**config.mk**
```make
export PLATFORM = sky130hd
export DESIGN_NAME = lab3_vector_sequencer_flat
export DESIGN_NICKNAME = d
export VERILOG_FILES = /design/src/rtl/lab3_vector_sequencer_if.sv /design/src/rtl/lab3_vector_sequencer.sv /design/src/flat_wrapper.sv
export SDC_FILE = /design/constraint.sdc
export NUM_CORES = 1
export LEC_CHECK = 0
export ABC_CLOCK_PERIOD_IN_PS = 2200
export BUFFER_PORTS_ARGS = -buffer_cell sky130_fd_sc_hd__clkbuf_2
export CELL_PAD_IN_SITES_DETAIL_PLACEMENT = 2
export CELL_PAD_IN_SITES_GLOBAL_PLACEMENT = 2
export CORE_UTILIZATION = 33
export CTS_BUF_LIST = sky130_fd_sc_hd__clkbuf_8
export CTS_CLUSTER_DIAMETER = 150
export DETAILED_ROUTE_END_ITERATION = 6
export PLACE_DENSITY = 0.78
export SYNTH_ARGS = -nofsm -noshare
export SYNTH_HDL_FRONTEND = slang
export SYNTH_SLANG_ARGS = --single-unit
```
**constraint.sdc**
```tcl
create_clock -name clk -period 2.2 [get_ports clk]
set_input_delay 0.44 -clock clk [delete_from_list [all_inputs] [get_ports clk]]
set_output_delay 0.44 -clock clk [all_outputs]
set_load 0.05 [all_outputs]
```
**src/rtl/lab3_vector_sequencer_if.sv**
```systemverilog
// Handshake and stimulus/response bundle between the vector sequencer and the
// gate network under test; the sequencer is the master side.
interface lab3_vector_sequencer_if #(
   parameter int ERR_W = 4
);
   logic             start;
   logic             pause;
   logic             a;
   logic             b;
   logic             c;
   logic             x_in;
   logic             y_in;
   logic [2:0]       vec_idx;
   logic             busy;
   logic             done;
   logic             pass;
   logic [ERR_W-1:0] err_count;
   logic [7:0]       err_mask;

   modport master (
      input  start, pause, x_in, y_in,
      output a, b, c, vec_idx, busy, done, pass, err_count, err_mask
   );

   modport slave (
      output start, pause, x_in, y_in,
      input  a, b, c, vec_idx, busy, done, pass, err_count, err_mask
   );
endinterface

```
**src/rtl/lab3_vector_sequencer.sv**
```systemverilog
// On-board self-test sequencer: sweeps {a,b,c} through all 8 vectors, holds each
// for DWELL cycles, then checks x/y against the golden gate function.
module lab3_vector_sequencer #(
   parameter int DWELL = 4,
   parameter int ERR_W = 4
) (
   input logic                     clk,
   input logic                     rst,
   lab3_vector_sequencer_if.master bus
);
   localparam int DW_W = (DWELL > 1) ? $clog2(DWELL) : 1;
   localparam logic [DW_W-1:0] DWELL_LAST = DW_W'(DWELL - 1);

   typedef enum logic [1:0] {IDLE, RUN, DONE} state_t;

   state_t           state_q, state_d;
   logic [2:0]       vec_q, vec_d;
   logic [DW_W-1:0]  dwell_q, dwell_d;
   logic [ERR_W-1:0] cnt_q, cnt_d;
   logic [7:0]       mask_q, mask_d;
   logic             exp_x, exp_y, vec_fail;

   // Error count sticks at all-ones instead of wrapping back to a passing value.
   function automatic logic [ERR_W-1:0] sat_inc(input logic [ERR_W-1:0] v);
      return (&v) ? v : v + ERR_W'(1);
   endfunction

   always_ff @(posedge clk or posedge rst) begin
      if (rst) begin
         state_q <= IDLE;
         vec_q   <= '0;
         dwell_q <= '0;
         cnt_q   <= '0;
         mask_q  <= '0;
      end else begin
         state_q <= state_d;
         vec_q   <= vec_d;
         dwell_q <= dwell_d;
         cnt_q   <= cnt_d;
         mask_q  <= mask_d;
      end
   end

   always_comb begin
      exp_x    = ~(vec_q[2] ^ vec_q[1]);
      exp_y    = (vec_q[2] | vec_q[1]) & vec_q[0];
      vec_fail = (bus.x_in != exp_x) || (bus.y_in != exp_y);

      state_d = state_q;
      vec_d   = vec_q;
      dwell_d = dwell_q;
      cnt_d   = cnt_q;
      mask_d  = mask_q;

      unique case (state_q)
         IDLE, DONE: begin
            if (bus.start) begin
               state_d = RUN;
               vec_d   = '0;
               dwell_d = '0;
               cnt_d   = '0;
               mask_d  = '0;
            end
         end
         RUN: begin
            // start is ignored mid-sweep; pause freezes every register.
            if (!bus.pause) begin
               if (dwell_q == DWELL_LAST) begin
                  dwell_d = '0;
                  if (vec_fail) begin
                     mask_d[vec_q] = 1'b1;
                     cnt_d         = sat_inc(cnt_q);
                  end
                  if (vec_q == 3'd7) state_d = DONE;
                  else               vec_d   = vec_q + 3'd1;
               end else begin
                  dwell_d = dwell_q + DW_W'(1);
               end
            end
         end
         default: state_d = IDLE;
      endcase
   end

   // vec_idx stays at 7 in DONE, so the network keeps seeing 3'b111.
   assign bus.a         = vec_q[2];
   assign bus.b         = vec_q[1];
   assign bus.c         = vec_q[0];
   assign bus.vec_idx   = vec_q;
   assign bus.busy      = (state_q == RUN);
   assign bus.done      = (state_q == DONE);
   assign bus.pass      = (state_q == DONE) && (cnt_q == '0);
   assign bus.err_count = cnt_q;
   assign bus.err_mask  = mask_q;
endmodule

```
**src/flat_wrapper.sv**
```systemverilog
// flat-port wrapper written by rule: the top's interface ports become plain ports
module lab3_vector_sequencer_flat 
#(
   parameter int DWELL = 4,
   parameter int ERR_W = 4
)
  (clk, rst, bus_start, bus_pause, bus_x_in, bus_y_in, bus_a, bus_b, bus_c, bus_vec_idx, bus_busy, bus_done, bus_pass, bus_err_count, bus_err_mask);
  lab3_vector_sequencer_if #(.ERR_W(ERR_W)) bus_i ();
  input logic clk;
  input logic rst;
  input wire logic [$bits(bus_i.start)-1:0] bus_start;
  input wire logic [$bits(bus_i.pause)-1:0] bus_pause;
  input wire logic [$bits(bus_i.x_in)-1:0] bus_x_in;
  input wire logic [$bits(bus_i.y_in)-1:0] bus_y_in;
  output wire logic [$bits(bus_i.a)-1:0] bus_a;
  output wire logic [$bits(bus_i.b)-1:0] bus_b;
  output wire logic [$bits(bus_i.c)-1:0] bus_c;
  output wire logic [$bits(bus_i.vec_idx)-1:0] bus_vec_idx;
  output wire logic [$bits(bus_i.busy)-1:0] bus_busy;
  output wire logic [$bits(bus_i.done)-1:0] bus_done;
  output wire logic [$bits(bus_i.pass)-1:0] bus_pass;
  output wire logic [$bits(bus_i.err_count)-1:0] bus_err_count;
  output wire logic [$bits(bus_i.err_mask)-1:0] bus_err_mask;
  assign bus_i.start = bus_start;
  assign bus_i.pause = bus_pause;
  assign bus_i.x_in = bus_x_in;
  assign bus_i.y_in = bus_y_in;
  assign bus_a = bus_i.a;
  assign bus_b = bus_i.b;
  assign bus_c = bus_i.c;
  assign bus_vec_idx = bus_i.vec_idx;
  assign bus_busy = bus_i.busy;
  assign bus_done = bus_i.done;
  assign bus_pass = bus_i.pass;
  assign bus_err_count = bus_i.err_count;
  assign bus_err_mask = bus_i.err_mask;
  lab3_vector_sequencer #(.DWELL(DWELL), .ERR_W(ERR_W)) u_core (.clk(clk), .rst(rst), .bus(bus_i));
endmodule
```
==> metrics.yaml, run 1 <==
n_fill_cell: 355
via_per_inst: 4.97
required_ps: 1760
drt_iter0_drc: 21
power.density_mw_per_mm2: 1360
htree_num_levels: 1
die_w_um: 59.1
syn_avg_cell_area_um2: 9.87
max_slew_margin: 0.490
dp.final_hpwl_um: 2090
final_cell_mix: "clkbuf_2 (26), dfrtp_1 (19), a21oi_1 (12), nor2_1 (12), inv_1 (10)"
tightest_slew_ps: 764
status: "complete, no violations"
multi_input_area_um2: 551
r2r-start: "u_core.bus.vec_idx[2]"
cp.arrival_ps: 1490
grt_pass1_vias: 994
fin_crit_sh: 0.879
clock_skew_ps: 11.8
cts-root-buf: "clkbuf_8"
setup_tns_ps: 0
path_class: "reg2out"
max_cap_violations: 0
cts_buffer_depth: 2
synthArstFlopShare: 1.00
synthFlopType: "dfrtp_1"
avgRoutedWirePerCell_um: 15.0
path_clk_slew_ps: 80
portBuffers: 26
grt.total_usage: 0.177
antenna_found_initial: 0
finalPower_w: 0.00177
period_minus_slack_ps: 1930
syn_inst: 109
rr_worst_depth: 6
cp-start-kind: "flip-flop"
gp_congestion: 0.684
yosys_warnings: 0
nNetsFinal: 152
cts_tree: "yes"
insertion_delay_ps: 260
ff_latch_area_um2: 475
ys_types: 31
final_antenna_net_count: 0
row_count: 20
regToRegEndpoint: "u_core.bus.err_mask[1]"
overflow: 0
crit_end: "bus_pass"
post_cts_resized: 0
drc: 0
dr.pass1.iters: 3
drive_gt1_frac: 0.287
rrSetupSlack_ps: 340
finalHoldViolCount: 0
leakagePower_nw: 0.688
die_y_um: 59.1
utilization: 0.423
die-area_mm2: 0.00349
synth_edf_count: 0
syn_to_final_growth_pct: 20.9
slew_viol_final: 0
numCtsBuffers: 3
worstHoldPathType: "in2async"
ys_seq_area_frac: 0.442
io_pins: 27
grt_max_degree: 20
holdWs_ps: 282
ir_worst_vdd_mv: 0.560
grt_pass1_wl_um: 4550
diodes: 0
syn-cell-area_mm2: 0.00108
ys_ff_latch: 19
post_cts_buffers: 0
rsz0062_at_grt: "false"
syn-num-nets: 124
layout_commonest_cell: "clkbuf_2"
core_area_mm2: 0.00308
endpoint_kind: "output port"
setup_viol: 0
start_util: 0.350
cts_hold_buf: 0
max_freq_mhz: 517
totalWireLength_um: 2700
startpoint: "u_core.state_q[0]"
cts_sinks: 19
via_count: 895
path_max_fanout: 6
## cell type report
type                       instances  area share
clock buffer                       3      0.0317
clock inverter                     1     0.00288
inverter                          10      0.0288
multi-input combinational         76       0.423
sequential                        19       0.365
tap                               44      0.0423
timing repair buffer              27       0.106
## per-layer routing
metal	up-vias	wire, µm	global-route usage
met5	-	0	0
met3	5	120	0.0349
met4	0	28	0.0748
li1	425	-	-
met1	442	1150	0.205
met2	23	1400	0.315
## power breakdown
part | switching (W) | internal, W | leakage [nW]
clock network | 0.000123 | 0.000124 | 0.0269
logic | 0.000680 | 0.000265 | 0.414
registers | 0.000122 | 0.000455 | 0.247
## critical path, stage by stage, from the launching register on
cell      delay (ps)
dfrtp_1          450
nand2b_1         240
nor4b_4          220
clkbuf_2         310
## how the worst min path moves through the flow
stage	cells past startpoint	slack, ps	to
global placement	2	480	u_core.bus.err_mask[1]
CTS	2	320	u_core.bus.vec_idx[1]
floorplan	1	390	u_core.bus.err_count[0]
global route	2	360	u_core.bus.vec_idx[2]
detailed placement	2	490	u_core.bus.err_mask[3]
finish	2	280	u_core.bus.vec_idx[1]
## state kept, by name, summed over array words and instances (netlist names)
register and count:
u_core.bus.vec_idx 3, u_core.state_q 2, u_core.bus.err_mask 8, u_core.dwell_q 2
u_core.bus.err_count 4
## through the flow
step | instances | instance area [µm²] | setup slack (ps)
final | 180 | 1300 | 267
after global routing | 180 | 1300 | 202
after CTS | 180 | 1300 | 262
after detailed placement | 176 | 1260 | 357
after global placement | 176 | 1260 | 437
after floorplan | 109 | 1090 | 206
## cells by family after synthesis
| family | share of synthesized area |
|---|---|
| compound gates | 0.176 |
| xor+xnor | 0.0314 |
| fa+ha+maj | 0.105 |
| buf+inv | 0.0605 |
| flops | 0.442 |
| mux | 0.0198 |
| simple gates | 0.166 |
## Yosys cell counts, types with 2 or more instances
cell type | instances | area [µm²]
xor2_1 | 2 | 17.5
dfrtp_1 | 19 | 475
nand3_1 | 2 | 10.0
a2bb2oi_1 | 2 | 17.5
ha_1 | 9 | 113
nand2b_1 | 2 | 12.5
a21oi_1 | 12 | 60.1
o21ai_0 | 7 | 35.0
nor2_1 | 12 | 45.0
buf_4 | 3 | 22.5
a311oi_2 | 2 | 30.0
nand2_1 | 8 | 30.0
o22ai_1 | 2 | 12.5
a22o_1 | 2 | 17.5
inv_1 | 9 | 33.8
(Power assumes the default switching activity.)
==> inputs of run 2 (changes only) <==
BUFFER_PORTS_ARGS = default   (was -buffer_cell sky130_fd_sc_hd__clkbuf_2)
CORE_UTILIZATION = 39   (was 33)
DONT_BUFFER_PORTS = 1   (was default)
GPL_TIMING_DRIVEN = 0   (was default)
PLACE_DENSITY = 0.77   (was 0.78)
==> run 2 against run 1 <==
- power down 0.70%
- largest power group is now sequential cells
- highest routed layer unchanged
- critical path depth unchanged
- largest cell class unchanged
- cell count down 20%
- wire length up 1.4%
- final area down 7.8%
==> metrics.yaml, run 2 (synthesis results as in run 1) <==
largest_reg_flops: 8  # unchanged
finalHoldViolCount: 0  # unchanged
row_count: 18  # was 20
status: "complete, no violations"  # unchanged
cp-start-kind: "flip-flop"  # unchanged
cts_sinks: 19  # unchanged
utilization: 0.471  # was 0.423
via_count: 807  # was 895
tightest_slew_ps: 757  # was 764 ps
clock_skew_ps: 2.74  # was 11.8 ps
die_w_um: 54.5  # was 59.1 µm
cts_buffer_depth: 2  # unchanged
leakagePower_nw: 0.586  # was 0.688 nW
ff_latch_area_um2: 480  # was 475 µm²
syn_to_final_growth_pct: 11.5  # was 20.9%
max_cap_violations: 0  # unchanged
setup_viol: 0  # unchanged
max_freq_mhz: 468  # was 517 MHz
multi_input_area_um2: 563  # was 551 µm²
dr.pass1.iters: 3  # unchanged
period_minus_slack_ps: 2140  # was 1930 ps
gp_congestion: 0.763  # was 0.684
ir_worst_vdd_mv: 0.868  # was 0.560 mV
start_util: 0.423  # was 0.350
avgRoutedWirePerCell_um: 19.0  # was 15.0 µm
drc: 0  # unchanged
grt.total_usage: 0.203  # was 0.177
power.density_mw_per_mm2: 1460  # was 1360 mW/mm²
path_clk_slew_ps: 70  # was 80 ps
grt_pass1_vias: 894  # was 994
via_per_inst: 5.60  # was 4.97
die-area_mm2: 0.00297  # was 0.00349 mm²
portBuffers: 0  # was 26
layout_commonest_cell: "dfrtp_1"  # was clkbuf_2
insertion_delay_ps: 260  # about the same
cts_tree: "yes"  # unchanged
die_y_um: 54.5  # was 59.1 µm
cp.arrival_ps: 1700  # was 1490 ps
required_ps: 1760  # about the same
setup_tns_ps: 0  # unchanged
slowest_stage: "nor4b_4"  # was dfrtp_1
worstHoldPathType: "in2async"  # unchanged
diodes: 0  # unchanged
cts-root-buf: "clkbuf_8"  # unchanged
final_cell_mix: "dfrtp_1 (15), a21oi_1 (12), nor2_1 (12)"  # was clkbuf_2 (26), dfrtp_1 (19), a21oi_1 (12), nor2_1 (12), inv_1 (10)
numCtsBuffers: 3  # unchanged
path_cells: "inv_2 > ha_4 > nor4b_4"  # was nand2b_1 > nor4b_4 > clkbuf_2
n_fill_cell: 281  # was 355
htree_num_levels: 1  # unchanged
antenna_found_initial: 0  # unchanged
grt_max_degree: 20  # unchanged
endpoint_kind: "output port"  # unchanged
drt_iter0_drc: 4  # was 21
slew_viol_final: 0  # unchanged
path_class: "reg2out"  # unchanged
finalPower_w: 0.00176  # was 0.00177 W
dp.final_hpwl_um: 2150  # was 2090 µm
nNetsFinal: 130  # was 152
drive_gt1_frac: 0.219  # was 0.287
final_antenna_net_count: 0  # unchanged
grt_pass1_wl_um: 4110  # was 4550 µm
core_area_mm2: 0.00254  # was 0.00308 mm²
max_slew_margin: 0.493  # was 0.490
fin_crit_sh: 0.971  # was 0.879
overflow: 0  # unchanged
path_max_fanout: 4  # was 6
io_pins: 27  # unchanged
cpPeakStageDelay_ps: 620  # was 450 ps
totalWireLength_um: 2740  # was 2700 µm
[run 2: cell count changes in the layout (fill, tap and decap cells not counted)]
cell / previous run / this run
clkbuf_2: 26 / 0
buf_4: 1 / 4
ha_1: 9 / 8
inv_2: 1 / 3
dfrtp_2: 0 / 4
ha_4: 0 / 1
clkinv_2: 0 / 1
dfrtp_1: 19 / 15
inv_1: 10 / 7
buf_2: 0 / 1
[run 2: final timing paths]
path,cells after the start,from,slack [ps],end
min,1,rst,200,u_core.bus.vec_idx[0]
max reg2reg,6,u_core.bus.vec_idx[1],170,u_core.bus.err_count[2]
max,3,u_core.bus.err_count[0],60,bus_pass
min reg2reg,2,u_core.dwell_q[1],560,u_core.dwell_q[1]
min in group clk,1,bus_start,300,u_core.state_q[1]
max in group asynchronous,1,rst,1480,u_core.bus.err_count[1]
[run 2: metrics by stage]
| stage | setup WS, ps | hold slack (ps) | instance area, µm² | std cells |
|---|---|---|---|---|
| 2_1_floorplan | 206 | 391 | 1090 | 109 |
| 3_3_place_gp | 3.00 | 481 | 1130 | 139 |
| 3_5_place_dp | -89.1 | 512 | 1130 | 139 |
| 4_1_cts | 4.23 | 225 | 1190 | 143 |
| 5_1_grt | -3.27 | 265 | 1200 | 144 |
| 6_report | 62.8 | 195 | 1200 | 144 |
[run 2: area by class of cell]
cell class / instances / share of cell area
Buffer: 4 / 0.0229
Clock buffer: 3 / 0.0344
Clock inverter: 1 / 0.00417
Inverter: 10 / 0.0313
Multi-Input combinational cell: 76 / 0.469
Sequential cell: 19 / 0.400
Tap cell: 30 / 0.0313
Timing Repair Buffer: 1 / 0.00626
[run 2: worst max-delay path, delay by kind of cell (launching register included)]
kind | cells | cell delay, ps
AND/OR/NAND/NOR | 1 | 620
flip-flops | 1 | 530
adder cells (fa/ha/maj) | 1 | 140
buffers and inverters | 1 | 130
[run 2: report_power, final]
part	switching (W)	internal (W)	total (W)
logic	0.000354	0.000246	0.000600
clock network	0.000121	0.000126	0.000247
registers	0.000456	0.000454	0.000910
total	0.000931	0.000826	0.00176
[run 2: routing by layer]
| metal | up-vias | part of all wire | GRT usage |
|---|---|---|---|
| met5 | - | 0 | 0 |
| met1 | 394 | 0.40 | 0.208 |
| met3 | 5 | 0.048 | 0.0500 |
| li1 | 388 | - | - |
| met4 | 0 | 0.012 | 0.0769 |
| met2 | 20 | 0.54 | 0.390 |
[run 2: repair_timing]
action / in CTS / in global routing
resized for setup: 8 / 0
buffers inserted: 0 / 1
endpoints found under the setup margin: 13 / 1
hold buffers: 0 / 0
pin swaps: 0 / 1
